$ cat src/rtl/mem_port_arbiter.sv
// rtl/mem_port_arbiter.sv - single-port memory arbiter for the fetch (I) and load/store (D) requesters
// One transaction in flight; ties alternate, misaligned accesses and memory stalls end in an error response.
module mem_port_arbiter #(
   parameter int ADDR_W  = 32,
   parameter int DATA_W  = 32,
   parameter int TIMEOUT = 255
) (
   input  logic                  clk,
   input  logic                  resetn,
   input  logic                  i_req,
   input  logic [ADDR_W-1:0]     i_addr,
   output logic                  i_gnt,
   output logic                  i_rvalid,
   output logic [DATA_W-1:0]     i_rdata,
   output logic                  i_err,
   input  logic                  d_req,
   input  logic                  d_we,
   input  logic [DATA_W/8-1:0]   d_be,
   input  logic [ADDR_W-1:0]     d_addr,
   input  logic [DATA_W-1:0]     d_wdata,
   output logic                  d_gnt,
   output logic                  d_rvalid,
   output logic [DATA_W-1:0]     d_rdata,
   output logic                  d_err,
   output logic                  m_req,
   output logic                  m_we,
   output logic [DATA_W/8-1:0]   m_be,
   output logic [ADDR_W-1:0]     m_addr,
   output logic [DATA_W-1:0]     m_wdata,
   input  logic                  m_gnt,
   input  logic                  m_rvalid,
   input  logic [DATA_W-1:0]     m_rdata
);

   localparam int         BE_W = DATA_W / 8;
   localparam logic [7:0] TMO  = 8'(TIMEOUT);

   typedef enum logic [1:0] {S_IDLE, S_ISSUE, S_WAIT, S_RESP} state_t;

   state_t              r_state;
   logic                r_owner;     // 0 = I, 1 = D
   logic                r_last;
   logic                r_mis;       // current RESP is a misaligned reject, which also carries the gnt
   logic [7:0]          r_tcnt;
   logic                r_m_req;
   logic                r_m_we;
   logic [BE_W-1:0]     r_m_be;
   logic [ADDR_W-1:0]   r_m_addr;
   logic [DATA_W-1:0]   r_m_wdata;
   logic                r_i_rvalid;
   logic                r_i_err;
   logic [DATA_W-1:0]   r_i_rdata;
   logic                r_d_rvalid;
   logic                r_d_err;
   logic [DATA_W-1:0]   r_d_rdata;

   logic                w_any;
   logic                w_win;
   logic [ADDR_W-1:0]   w_win_addr;
   logic                w_mis;
   logic                w_take;
   logic                w_tmo_hit;

   assign w_any      = i_req | d_req;
   assign w_win      = (i_req && d_req) ? ~r_last : d_req;
   assign w_win_addr = w_win ? d_addr : i_addr;
   assign w_mis      = |w_win_addr[1:0];
   // In WAIT only an aligned winner is committed; a misaligned one is re-arbitrated from IDLE.
   assign w_take     = w_any && ((r_state == S_IDLE) ||
                                 (r_state == S_WAIT && m_rvalid && !w_mis));
   assign w_tmo_hit  = (r_tcnt == TMO) && ((r_state == S_ISSUE && !m_gnt) ||
                                           (r_state == S_WAIT && !m_rvalid));

   always_ff @(posedge clk or negedge resetn) begin
      if (!resetn) begin
         r_state    <= S_IDLE;
         r_owner    <= 1'b0;
         r_last     <= 1'b0;
         r_mis      <= 1'b0;
         r_tcnt     <= '0;
         r_m_req    <= 1'b0;
         r_m_we     <= 1'b0;
         r_m_be     <= '0;
         r_m_addr   <= '0;
         r_m_wdata  <= '0;
         r_i_rvalid <= 1'b0;
         r_i_err    <= 1'b0;
         r_i_rdata  <= '0;
         r_d_rvalid <= 1'b0;
         r_d_err    <= 1'b0;
         r_d_rdata  <= '0;
      end else begin
         r_i_rvalid <= 1'b0;
         r_d_rvalid <= 1'b0;
         r_i_err    <= 1'b0;
         r_d_err    <= 1'b0;
         case (r_state)
            S_ISSUE: begin
               r_tcnt <= r_tcnt + 8'd1;
               if (m_gnt) begin
                  r_m_req <= 1'b0;
                  r_state <= S_WAIT;
               end
            end
            S_WAIT: begin
               r_tcnt <= r_tcnt + 8'd1;
               if (m_rvalid) begin
                  r_state <= S_IDLE;
                  if (r_owner) begin
                     r_d_rvalid <= 1'b1;
                     r_d_rdata  <= m_rdata;
                  end else begin
                     r_i_rvalid <= 1'b1;
                     r_i_rdata  <= m_rdata;
                  end
               end
            end
            S_RESP: begin
               r_state <= S_IDLE;
               r_mis   <= 1'b0;
            end
            default: ;
         endcase
         if (w_tmo_hit) begin
            r_m_req <= 1'b0;
            r_mis   <= 1'b0;
            r_state <= S_RESP;
            if (r_owner) begin
               r_d_rvalid <= 1'b1;
               r_d_err    <= 1'b1;
               r_d_rdata  <= '0;
            end else begin
               r_i_rvalid <= 1'b1;
               r_i_err    <= 1'b1;
               r_i_rdata  <= '0;
            end
         end
         if (w_take) begin
            r_owner   <= w_win;
            r_last    <= w_win;
            r_m_we    <= w_win & d_we;
            r_m_be    <= w_win ? d_be : '1;
            r_m_addr  <= w_win_addr;
            r_m_wdata <= w_win ? d_wdata : '0;
            if (w_mis) begin
               r_state <= S_RESP;
               r_mis   <= 1'b1;
               if (w_win) begin
                  r_d_rvalid <= 1'b1;
                  r_d_err    <= 1'b1;
                  r_d_rdata  <= '0;
               end else begin
                  r_i_rvalid <= 1'b1;
                  r_i_err    <= 1'b1;
                  r_i_rdata  <= '0;
               end
            end else begin
               r_state <= S_ISSUE;
               r_m_req <= 1'b1;
               r_tcnt  <= '0;
            end
         end
      end
   end

   assign i_gnt    = !r_owner && ((r_state == S_ISSUE && m_gnt) || (r_state == S_RESP && r_mis));
   assign d_gnt    =  r_owner && ((r_state == S_ISSUE && m_gnt) || (r_state == S_RESP && r_mis));
   assign i_rvalid = r_i_rvalid;
   assign i_rdata  = r_i_rdata;
   assign i_err    = r_i_err;
   assign d_rvalid = r_d_rvalid;
   assign d_rdata  = r_d_rdata;
   assign d_err    = r_d_err;
   assign m_req    = r_m_req;
   assign m_we     = r_m_we;
   assign m_be     = r_m_be;
   assign m_addr   = r_m_addr;
   assign m_wdata  = r_m_wdata;

endmodule

$ cat config.mk
export PLATFORM = sky130hd
export DESIGN_NAME = mem_port_arbiter
export DESIGN_NICKNAME = d
export VERILOG_FILES = /design/src/rtl/mem_port_arbiter.sv
export SDC_FILE = /design/constraint.sdc
export NUM_CORES = 1
export LEC_CHECK = 0
export ABC_AREA = 1
export CAP_MARGIN = 10
export CORE_UTILIZATION = 41
export DETAILED_ROUTE_END_ITERATION = 8
export PLACE_DENSITY = 0.77
export REMOVE_ABC_BUFFERS = 1
export SLEW_MARGIN = 25
export SYNTH_ARGS = -nofsm -noshare
export SYNTH_HDL_FRONTEND = slang
export SYNTH_SLANG_ARGS = --single-unit
$ cat constraint.sdc
create_clock -name clk -period 1.8 [get_ports clk]
set_input_delay 0.45 -clock clk [delete_from_list [all_inputs] [get_ports clk]]
set_output_delay 0.45 -clock clk [all_outputs]
set_load 0.02 [all_outputs]
==> impl_metrics.toml <==
[grt]
grt_max_degree = 69
antenna_found_initial = 0
track_usage = 0.242
grt_pass1_wl_um = 36900
grt_pass1_vias = 7419
overflow = 0

[cts]
cts_tree = "yes"
htree_levels = 4
cts.clk_slew.worst_paths_ns = 0.06
clock_latency_ns = 0.42
numCtsBuffers = 17
cts_sinks = 150
root_buffer = "clkbuf_16"
clockBufferDepth = 2

[timing]
fmax_mhz = 512
rsz0062_at_grt = "yes"
worst_pin_slew_ns = 0.439
setup_viol = 84
period_needed_ns = 1.95
hold_slack_ns = 0.474
fin_ws_ns = -0.152
relSlewSlack = 0.706
finClkSkew_ns = 0.00868
finalHoldViolCount = 0
finalMaxSlewViolations = 0
fin_crit_sh = 1.08

[run]
drv_cap = 0

[critical_path]
cp_data_arrival_time_ns = 1.50
cp-end-kind = "primary output"
path_class = "flop to primary output"
startpoint_type = "flop"
cp.required_ns = 1.35
worst-path-max-fanout = 3

[logic_synthesis]
yosysWarnings = 0
yosys_most_used_dff = "dfrtp_1"
synth_edf_count = 0
yosys.area.top_type = "dfrtp_1"
async_flop_share = 1.00
ys_ff_latch = 150
netlist_area_mm2 = 0.00778
synth_top_area_frac = 0.483
synth.distinct_cells = 25
netlist_instances = 1068
synth_common_cells = "nand2_1 (512), dfrtp_1 (150), inv_1 (127)"
yosysMostFrequentCell = "nand2_1"
synth_area_leaders = "dfrtp_1 (48%), nand2_1 (25%), inv_1 (6.1%), o21ai_0 (4.8%), mux2i_1 (4.1%)"
ys_seq_area_frac = 0.483
syn_avg_cell_area_um2 = 7.28

[route]
drt_iter0_markers = 357
vias = 7858
antenna_left = 0
drcViolationCount = 0
routedWlPerCell_um = 15.7
wl_um = 25500
first_pass_iters = 6
vias_per_cell = 4.83

[floorplan]
dieArea_mm2 = 0.0195
die_height_um = 140
die_w_um = 140
core-area_mm2 = 0.0186
rows = 50
start_util = 0.417
ioPinCount = 279

[final_layout]
antenna_cells = 0
seq_area_mm2 = 0.00375
drive_gt1_frac = 0.133
nets = 1526
utilization = 0.670
multi_input_area_mm2 = 0.00360
final_cells = 1628
fillerInstances = 1540
syn2layout_area_growth_pct = 60.6

[power]
ir_drop_mv = 0.804
p_per_area_mw_per_mm2 = 1650
power_mw = 20.7
p_leak_nw = 7.27

[placement]
dp.cells = 1562
io_buffers = 278
place_ws_ns = -0.457
dp_hpwl_um = 15500
gp_congestion = 0.851

[hold_path]
hold_class = "flop to flop"

[outcome]
status = "complete, but fails checks"
violations = "negative setup slack"
-- critical path, cell delays in order, from the launching register on --
cell	delay, ns
dfrtp_1	0.44
ha_2	0.24
nand2_2	0.07
nand2_2	0.07
inv_2	0.05
nor2_2	0.09
buf_6	0.12
-- final cells by class --
type | instances | share of cell area
Clock buffer | 20 | 0.0374
Clock inverter | 11 | 0.0177
Inverter | 127 | 0.0384
Multi-Input combinational cell | 734 | 0.289
Sequential cell | 150 | 0.301
Tap cell | 234 | 0.0234
Timing Repair Buffer | 352 | 0.294
-- power by group --
group | internal (mW) | switching [mW] | total, mW | leakage (nW)
clock | 2.71 | 1.45 | 4.16 | 0.329
sequential | 4.81 | 0.883 | 5.70 | 1.93
combinational | 4.42 | 6.38 | 10.8 | 5.01
total | 11.9 | 8.71 | 20.7 | 7.27
-- kinds of logic (layout without fill, tap and decap cells) --
family / after synthesis / count (layout) / share of synthesized area
DFF: 150 / 150 / 0.483
xor gates and xnor gates: 6 / 6 / 0.00676
and+or+nand+nor: 581 / 582 / 0.287
AOI/OAI and AO/OA: 109 / 109 / 0.0719
adders and majority gates: 5 / 5 / 0.00805
muxes: 32 / 32 / 0.0412
buffers and inverters: 185 / 510 / 0.102
-- cells in the final DEF, fill, tap and decap left out, types with 6 or more instances in the layout --
cell type	synthesis	layout
dlygate4sd2_1	0	137
inv_2	0	6
buf_6	10	11
o21ai_1	0	23
inv_1	127	120
a21oi_1	33	29
dfrtp_1	150	149
o21ai_2	0	21
nand2_2	3	16
clkbuf_16	0	27
nand2_1	512	492
mux2i_1	32	32
buf_4	1	33
nand3_1	11	6
buf_12	0	17
bufinv_16	0	6
nor2_1	48	44
clkdlybuf4s50_1	0	137
o21ai_0	74	27
-- timing repair --
item	CTS	global route
hold buffers	1	0
endpoints found under the setup margin	204	123
gates cloned	3	16
resized for setup	195	101
buffers inserted	4	11
pin swaps	8	20
hold endpoints to repair	32	0
-- stage by stage --
stage / instance area (um^2) / setup TNS, ns
after detailed placement: 11100 / -50.61
after floorplan: 7460 / -252.45
final: 12500 / -6.90
after CTS: 11800 / -0.275
after global routing: 12500 / -14.28
after global placement: 11100 / -46.85
-- metal layers --
metal / global-route usage / part of all wire
met5: 0 / 0
met4: 0.0954 / 0.031
met3: 0.0647 / 0.070
met1: 0.277 / 0.39
met2: 0.427 / 0.51
-- registers in the layout (all words and copies together) (netlist names), 2 cells and up --
name,flops
d_rdata,32
i_rdata,32
m_addr,32
m_be,4
m_wdata,32
r_state,2
r_tcnt,8
-- final timing paths --
kind	slack, ns	cells after the start	to	start
worst max-delay path	-0.15	6	d_gnt	r_state[1]
worst min-delay path	0.47	2	m_wdata[20]	m_wdata[20]
worst max register to register	-0.14	11	d_rdata[13]	r_state[1]
worst min register to register	0.47	2	m_wdata[20]	m_wdata[20]
max in group asynchronous	0.68	3	r_last	resetn
min in group asynchronous	0.51	2	d_rdata[16]	resetn
Power figures use the tool's default switching activity.
==> edit 1: new RTL, config.mk and constraints unchanged <==
Make the reset (`resetn`) synchronous in one clocked block.
--- a/src/rtl/mem_port_arbiter.sv
+++ b/src/rtl/mem_port_arbiter.sv
@@ -71,7 +71,7 @@
    assign w_tmo_hit  = (r_tcnt == TMO) && ((r_state == S_ISSUE && !m_gnt) ||
                                            (r_state == S_WAIT && !m_rvalid));
 
-   always_ff @(posedge clk or negedge resetn) begin
+   always_ff @(posedge clk) begin
       if (!resetn) begin
          r_state    <= S_IDLE;
          r_owner    <= 1'b0;
Function: differs if resetn is asserted again (counterexample within 4 cycles, from zero or initial values and one cycle with resetn low); with resetn held inactive, the same outputs for 4 cycles.
==> edit 1 against the unedited design <==
The flow finishes with violations (DRC, setup timing); wire length decreased by 23%; synthesized cell count decreased by 20%; worst setup slack improved by 140 ps; synthesized area decreased by 20%; fmax increased by 7.6%; sequential cell count unchanged; final area decreased by 18%; hold slack got worse by 48 ps; critical path type unchanged; critical endpoint unchanged.
Power is not compared: it rests on default switching activity, and its combinational part moved more than twofold at a synthesized area within 25%.
==> edit 1: results (changes against the unedited design) <==
* Worst-case clock skew at 8.67 ps (was 8.68 ps)
* WL met2 at 9.75 mm (was 13.0 mm)
* Dpl cells at 1308 (was 1562)
* Largest net degree at the start of global routing at 45 (was 69)
* Met3 WL at 1.40 mm (was 1.78 mm)
* Synth Area in Compound Gates at 13.1% (was 7.19%)
* HPWL after DPL at 13.5 mm (was 15.5 mm)
* GRT met2 Usage at 44.0% (was 42.7%)
* DP Area at 0.00954 sq mm (was 0.0111 sq mm)
* Max layer used: met4 (unchanged)
* Worst min-delay path class: in2reg (was reg2reg)
* Clock latency on the worst-skew pair at 420 ps (about the same)
* Netlist cell types at 29 (was 25)
* Avg WL per Cell at 14.6 um (was 15.7 um)
* Fraction of registers with async set/reset at 0% (was 100%)
* Crit path DAT at 1360 ps (was 1500 ps)
* Top_reg_cell synth: dfxtp_1 (was dfrtp_1)
* Relative slew slack at 76.7% (was 70.6%)
* Seq/Total Area, Yosys at 48.1% (was 48.3%)
* M1 GR Usage at 27.8% (was 27.7%)
* Top cells by count, synth: nand2_1, dfxtp_1, nor2_1 (was nand2_1, dfrtp_1, inv_1)
* Most area-consuming cells after synthesis: dfxtp_1, nand2_1, nor2_1, o21ai_0, o211ai_1 (was dfrtp_1, nand2_1, inv_1, o21ai_0, mux2i_1)
* Port bufs at 278 (unchanged)
* GPL Wtd Cong at 0.793 (was 0.851)
* Synth Instances at 859 (was 1068)
* First-pass GRT wire length at 31.2 mm (was 36.9 mm)
* Switching portion of total power at 35.2%
* Final WL at 19.7 mm (was 25.5 mm)
* Mux share of post-synthesis cell area at 1.28% (was 4.12%)
* Status: complete, but fails checks (unchanged)
* Endpoints failing setup at 2 (was 84)
* Routed met1 length at 8.00 mm (was 9.90 mm)
* Violated checks: DRC, setup timing (was setup timing)
* Vias in the first global route at 6267 (was 7419)
* M3 GR Usage at 6.97% (was 6.47%)
* Vias per cell at 4.91 (was 4.83)
* DRT iter0 DRCs at 398 (was 357)
* DR DRC count at 19 (was 0)
* Htree depth at 4 (unchanged)
* Fraction of layout cells with a size suffix above 1 at 12.3% (was 13.3%)
* Reg clk slew, reported paths at 60 ps (about the same)
* Synth Area in Adders at 1.00% (was 0.805%)
* Setup_tns at -21.6 ps (was -6900 ps)
* First-pass detailed-route iteration total at 8 (was 6)
* Leak Pwr at 4.91 nW
* Dpl ws at -534 ps (was -457 ps)
* Number of buffers created by CTS at 17 (unchanged)
* Worst Slack Setup Final at -13.5 ps (was -152 ps)
* All-Layer GR Usage at 24.8% (was 24.2%)
* Xor/xnor share of the synthesized area at 0.140% (was 0.676%)
==> edit 1: layout make-up <==
| class | instances | area (sq um) |
|---|---|---|
| Clock buffer | 20 | 467 |
| Multi-Input combinational cell | 591 | 2950 |
| Fill cell | 1259 | 4400 |
| Sequential cell | 150 | 3010 |
| Timing Repair Buffer | 328 | 3240 |
| Inverter | 61 | 231 |
| Tap cell | 184 | 230 |
| Clock inverter | 12 | 165 |
==> edit 1: what timing repair did <==
item                       4_1_cts  5_1_grt
setup endpoints to repair      145      151
pin swaps                        2       13
resized for setup              155       49
buffers inserted                 1        2
gates cloned                     0        3
==> edit 1: power groups by stage <==
stage / sequential (mW) / combinational, mW / clock (mW)
final: 4.26 / 4.93 / 3.76
after global routing: 4.33 / 5.35 / 3.98
after CTS: 4.24 / 4.74 / 3.83
after detailed placement: 4.30 / 5.03 / 0
after global placement: 4.28 / 4.99 / 0
after floorplan: 4.95 / 1.73 / 0
==> edit 1: worst max-delay path: stages, from the launching register on <==
cell and delay, ps:
dfxtp_4 360, inv_4 60, ha_4 140, nand2_4 50, nand2_4 80, inv_2 40
nor2_1 80, buf_4 140
==> edit 1: final timing paths <==
kind	startpoint	to	slack, ps	depth (start not counted)
min reg2reg	m_wdata[11]	m_wdata[11]	460	2
min	resetn	r_tcnt[5]	430	3
max	r_state[1]	d_gnt	-10	7
max reg2reg	r_state[1]	r_tcnt[6]	60	9
==> edit 1: cell families (layout without fill, tap and decap cells) <==
logic type               Yosys count  after routing
AO/OA/AOI/OAI                    144            144
XOR/XNOR                           1              1
adder cells (fa/ha/maj)            5              5
buffers and inverters            118            421
flip-flops                       150            150
multiplexers                       8              8
AND/OR/NAND/NOR                  433            433
==> edit 2: new RTL, config.mk and constraints unchanged <==
Without the edit above. Set the parameter `DATA_W` to 16 (it was 32).
--- a/src/rtl/mem_port_arbiter.sv
+++ b/src/rtl/mem_port_arbiter.sv
@@ -2,7 +2,7 @@
 // One transaction in flight; ties alternate, misaligned accesses and memory stalls end in an error response.
 module mem_port_arbiter #(
    parameter int ADDR_W  = 32,
-   parameter int DATA_W  = 32,
+   parameter int DATA_W  = 16,
    parameter int TIMEOUT = 255
 ) (
    input  logic                  clk,
Interface: changed (7 resized); port bits go from 279 to 195. The function was not compared with the original's and may differ.
==> edit 2 against the unedited design <==
Clock power decreased by 49%; wire length decreased by 34%; clock skew increased by 0.90 ps; final area decreased by 29%; worst setup slack improved by 5.9 ps; register-to-register slack improved by 30 ps; the run still ends with setup timing left; sequential cell count decreased by 50; synthesized cell count decreased by 35%; synthesized area decreased by 34%; total power decreased by 31%; combinational power decreased by 24%; utilization increased by 6.1 points; sequential share of layout area decreased by 1.7 points.
==> edit 2: results (changes against the unedited design) <==
* Number of buffers created by CTS at 9 (was 17)
* Synth Area in Compound Gates at 4.55% (was 7.19%)
* Worst Slack Setup Final at -146 ps (was -152 ps)
* CP max FO at 3 (unchanged)
* Endpoints failing setup at 33 (was 84)
* Avg WL per Cell at 15.3 um (was 15.7 um)
* M3 GR Usage at 4.84% (was 6.47%)
* Reg2Reg Setup Slack at -110 ps (was -140 ps)
* Netlist cell types at 29 (was 25)
* First-pass GRT wire length at 23.7 mm (was 36.9 mm)
* Reg clk slew, reported paths at 70 ps
* Worst slew pin tran at 373 ps (was 439 ps)
* First-pass detailed-route iteration total at 5 (was 6)
* Reg2reg path depth at 12 (was 11)
* Mux share of post-synthesis cell area at 3.13% (was 4.12%)
* Largest net degree at the start of global routing at 55 (was 69)
* Antenna Cells at 0 (unchanged)
* Max reg flops at 32
* Clock latency on the worst-skew pair at 340 ps (was 420 ps)
* CTS Buffer Depth at 2 (unchanged)
* Vias at 5536 (was 7858)
* Most area-consuming cells after synthesis: dfrtp_1, nand2_1, nand3_1, mux2i_1, nor2_1 (was dfrtp_1, nand2_1, inv_1, o21ai_0, mux2i_1)
* Fillers at 890 (was 1540)
* Root Buffer Master: clkbuf_16 (unchanged)
* Dpl ws at -435 ps (was -457 ps)
* GPL Wtd Cong at 0.798 (was 0.851)
* Vias in the first global route at 4871 (was 7419)
* Synth Area in Adders at 1.22% (was 0.805%)
* Maximum VDD drop at 0.000731 V (was 0.000804 V)
* HPWL after DPL at 10.3 mm (was 15.5 mm)
* Top cells by count, synth: nand2_1, dfrtp_1, nand3_1 (was nand2_1, dfrtp_1, inv_1)
* Worst-case clock skew at 9.58 ps (was 8.68 ps)
* Yosys warns at 0 (unchanged)
* Fin nets at 1043 (was 1526)
* CP max stage delay at 440 ps (about the same)
* M1 GR Usage at 30.2% (was 27.7%)
* Htree depth at 3 (was 4)
* Worst r2r dst: i_rdata[5] (was d_rdata[13])
* DRT iter0 DRCs at 389 (was 357)
* Xor/xnor share of the synthesized area at 1.03% (was 0.676%)
* Post-synthesis area per instance at 7.42 sq um (was 7.28 sq um)
* Hold path startpoint: m_addr[30] (was m_wdata[20])
* Final WL at 16.9 mm (was 25.5 mm)
* Status: complete, but fails checks (unchanged)
* Leak Pwr at 4.97 nW (was 7.27 nW)
* Hold path endpoint: m_addr[30] (was m_wdata[20])
* All-Layer GR Usage at 23.3% (was 24.2%)
* Port bufs at 194 (was 278)
* Fraction of registers with async set/reset at 100% (unchanged)
* GRT met2 Usage at 38.6% (was 42.7%)
* CP delay by family, top: flip-flops (unchanged)
* Seq/Total Area, Yosys at 48.9% (was 48.3%)
* Fraction of layout cells with a size suffix above 1 at 20.8% (was 13.3%)
* Violated checks: setup timing (unchanged)
[edit 2: cell types whose count changed in the layout (fill, tap and decap cells not counted), moves of 21 or more]
| cell | change |
|---|---|
| dlymetal6s2s_1 | +40 |
| nand3_1 | +21 |
| nand2_1 | -170 |
| dfrtp_1 | -51 |
| inv_1 | -98 |
| dlygate4sd2_1 | -132 |
| a21oi_1 | -24 |
[edit 2: final cells by class]
type                            instances  area share (%)
Inverter                               31            1.43
Multi-Input combinational cell        524            31.4
Timing Repair Buffer                  267            32.7
Clock buffer                           10            2.71
Tap cell                              168            2.38
Clock inverter                          6           0.993
Sequential cell                       100            28.4
[edit 2: report_power, final]
group	internal [mW]	switching, mW
clock	1.26	0.886
sequential	3.24	0.655
combinational	3.72	4.50
[edit 2: worst max-delay path by stage]
stage                      end  depth (start not counted)        from  slack (ps)
global placement         i_gnt                          6       m_gnt        -410
CTS                      i_gnt                          7  r_state[1]         -50
detailed placement       i_gnt                          6       m_gnt        -440
floorplan           r_state[1]                          9      r_last       -1500
finish                   d_gnt                          7  r_state[1]        -150
global route             d_gnt                          7  r_state[1]        -180
[edit 2: routing by layer]
| metal | vias up | wire [um] |
|---|---|---|
| met5 | - | 0 |
| met4 | 0 | 557 |
| met3 | 57 | 1330 |
| met2 | 288 | 8400 |
| met1 | 2561 | 6630 |
| li1 | 2630 | - |
[edit 2: what timing repair did]
item / in CTS / in global routing
pin swaps: 0 / 38
hold buffers: 1 / 0
endpoints found under the hold margin: 16 / 0
cloned: 1 / 6
resized for setup: 30 / 180
endpoints found under the setup margin: 45 / 134
buffers inserted: 1 / 13
[edit 2: kinds of logic (layout without fill, tap and decap cells)]
| kind of cell | count (synthesis) | count (layout) |
|---|---|---|
| buffers and inverters | 65 | 314 |
| DFF | 100 | 100 |
| muxes | 16 | 16 |
| AOI/OAI and AO/OA | 44 | 44 |
| and+or+nand+nor | 453 | 453 |
| xor gates and xnor gates | 6 | 6 |
| adders and majority gates | 5 | 5 |
[edit 2: worst min-delay path, delay by kind of cell (launching register included)]
kind / cells / cell delay, ps
simple gates: 2 / 100
flops: 1 / 350
[edit 2: through the flow]
stage	TNS [ps]	area, sq um	util, %	hold slack (ps)
4_1_cts	-94.9	7980	66.1	483
6_report	-1560	8820	73.1	481
5_1_grt	-3600	8820	73.1	493
2_1_floorplan	-104720	4930	-	154
3_3_place_gp	-29360	7580	62.9	342
3_5_place_dp	-33960	7580	62.9	346
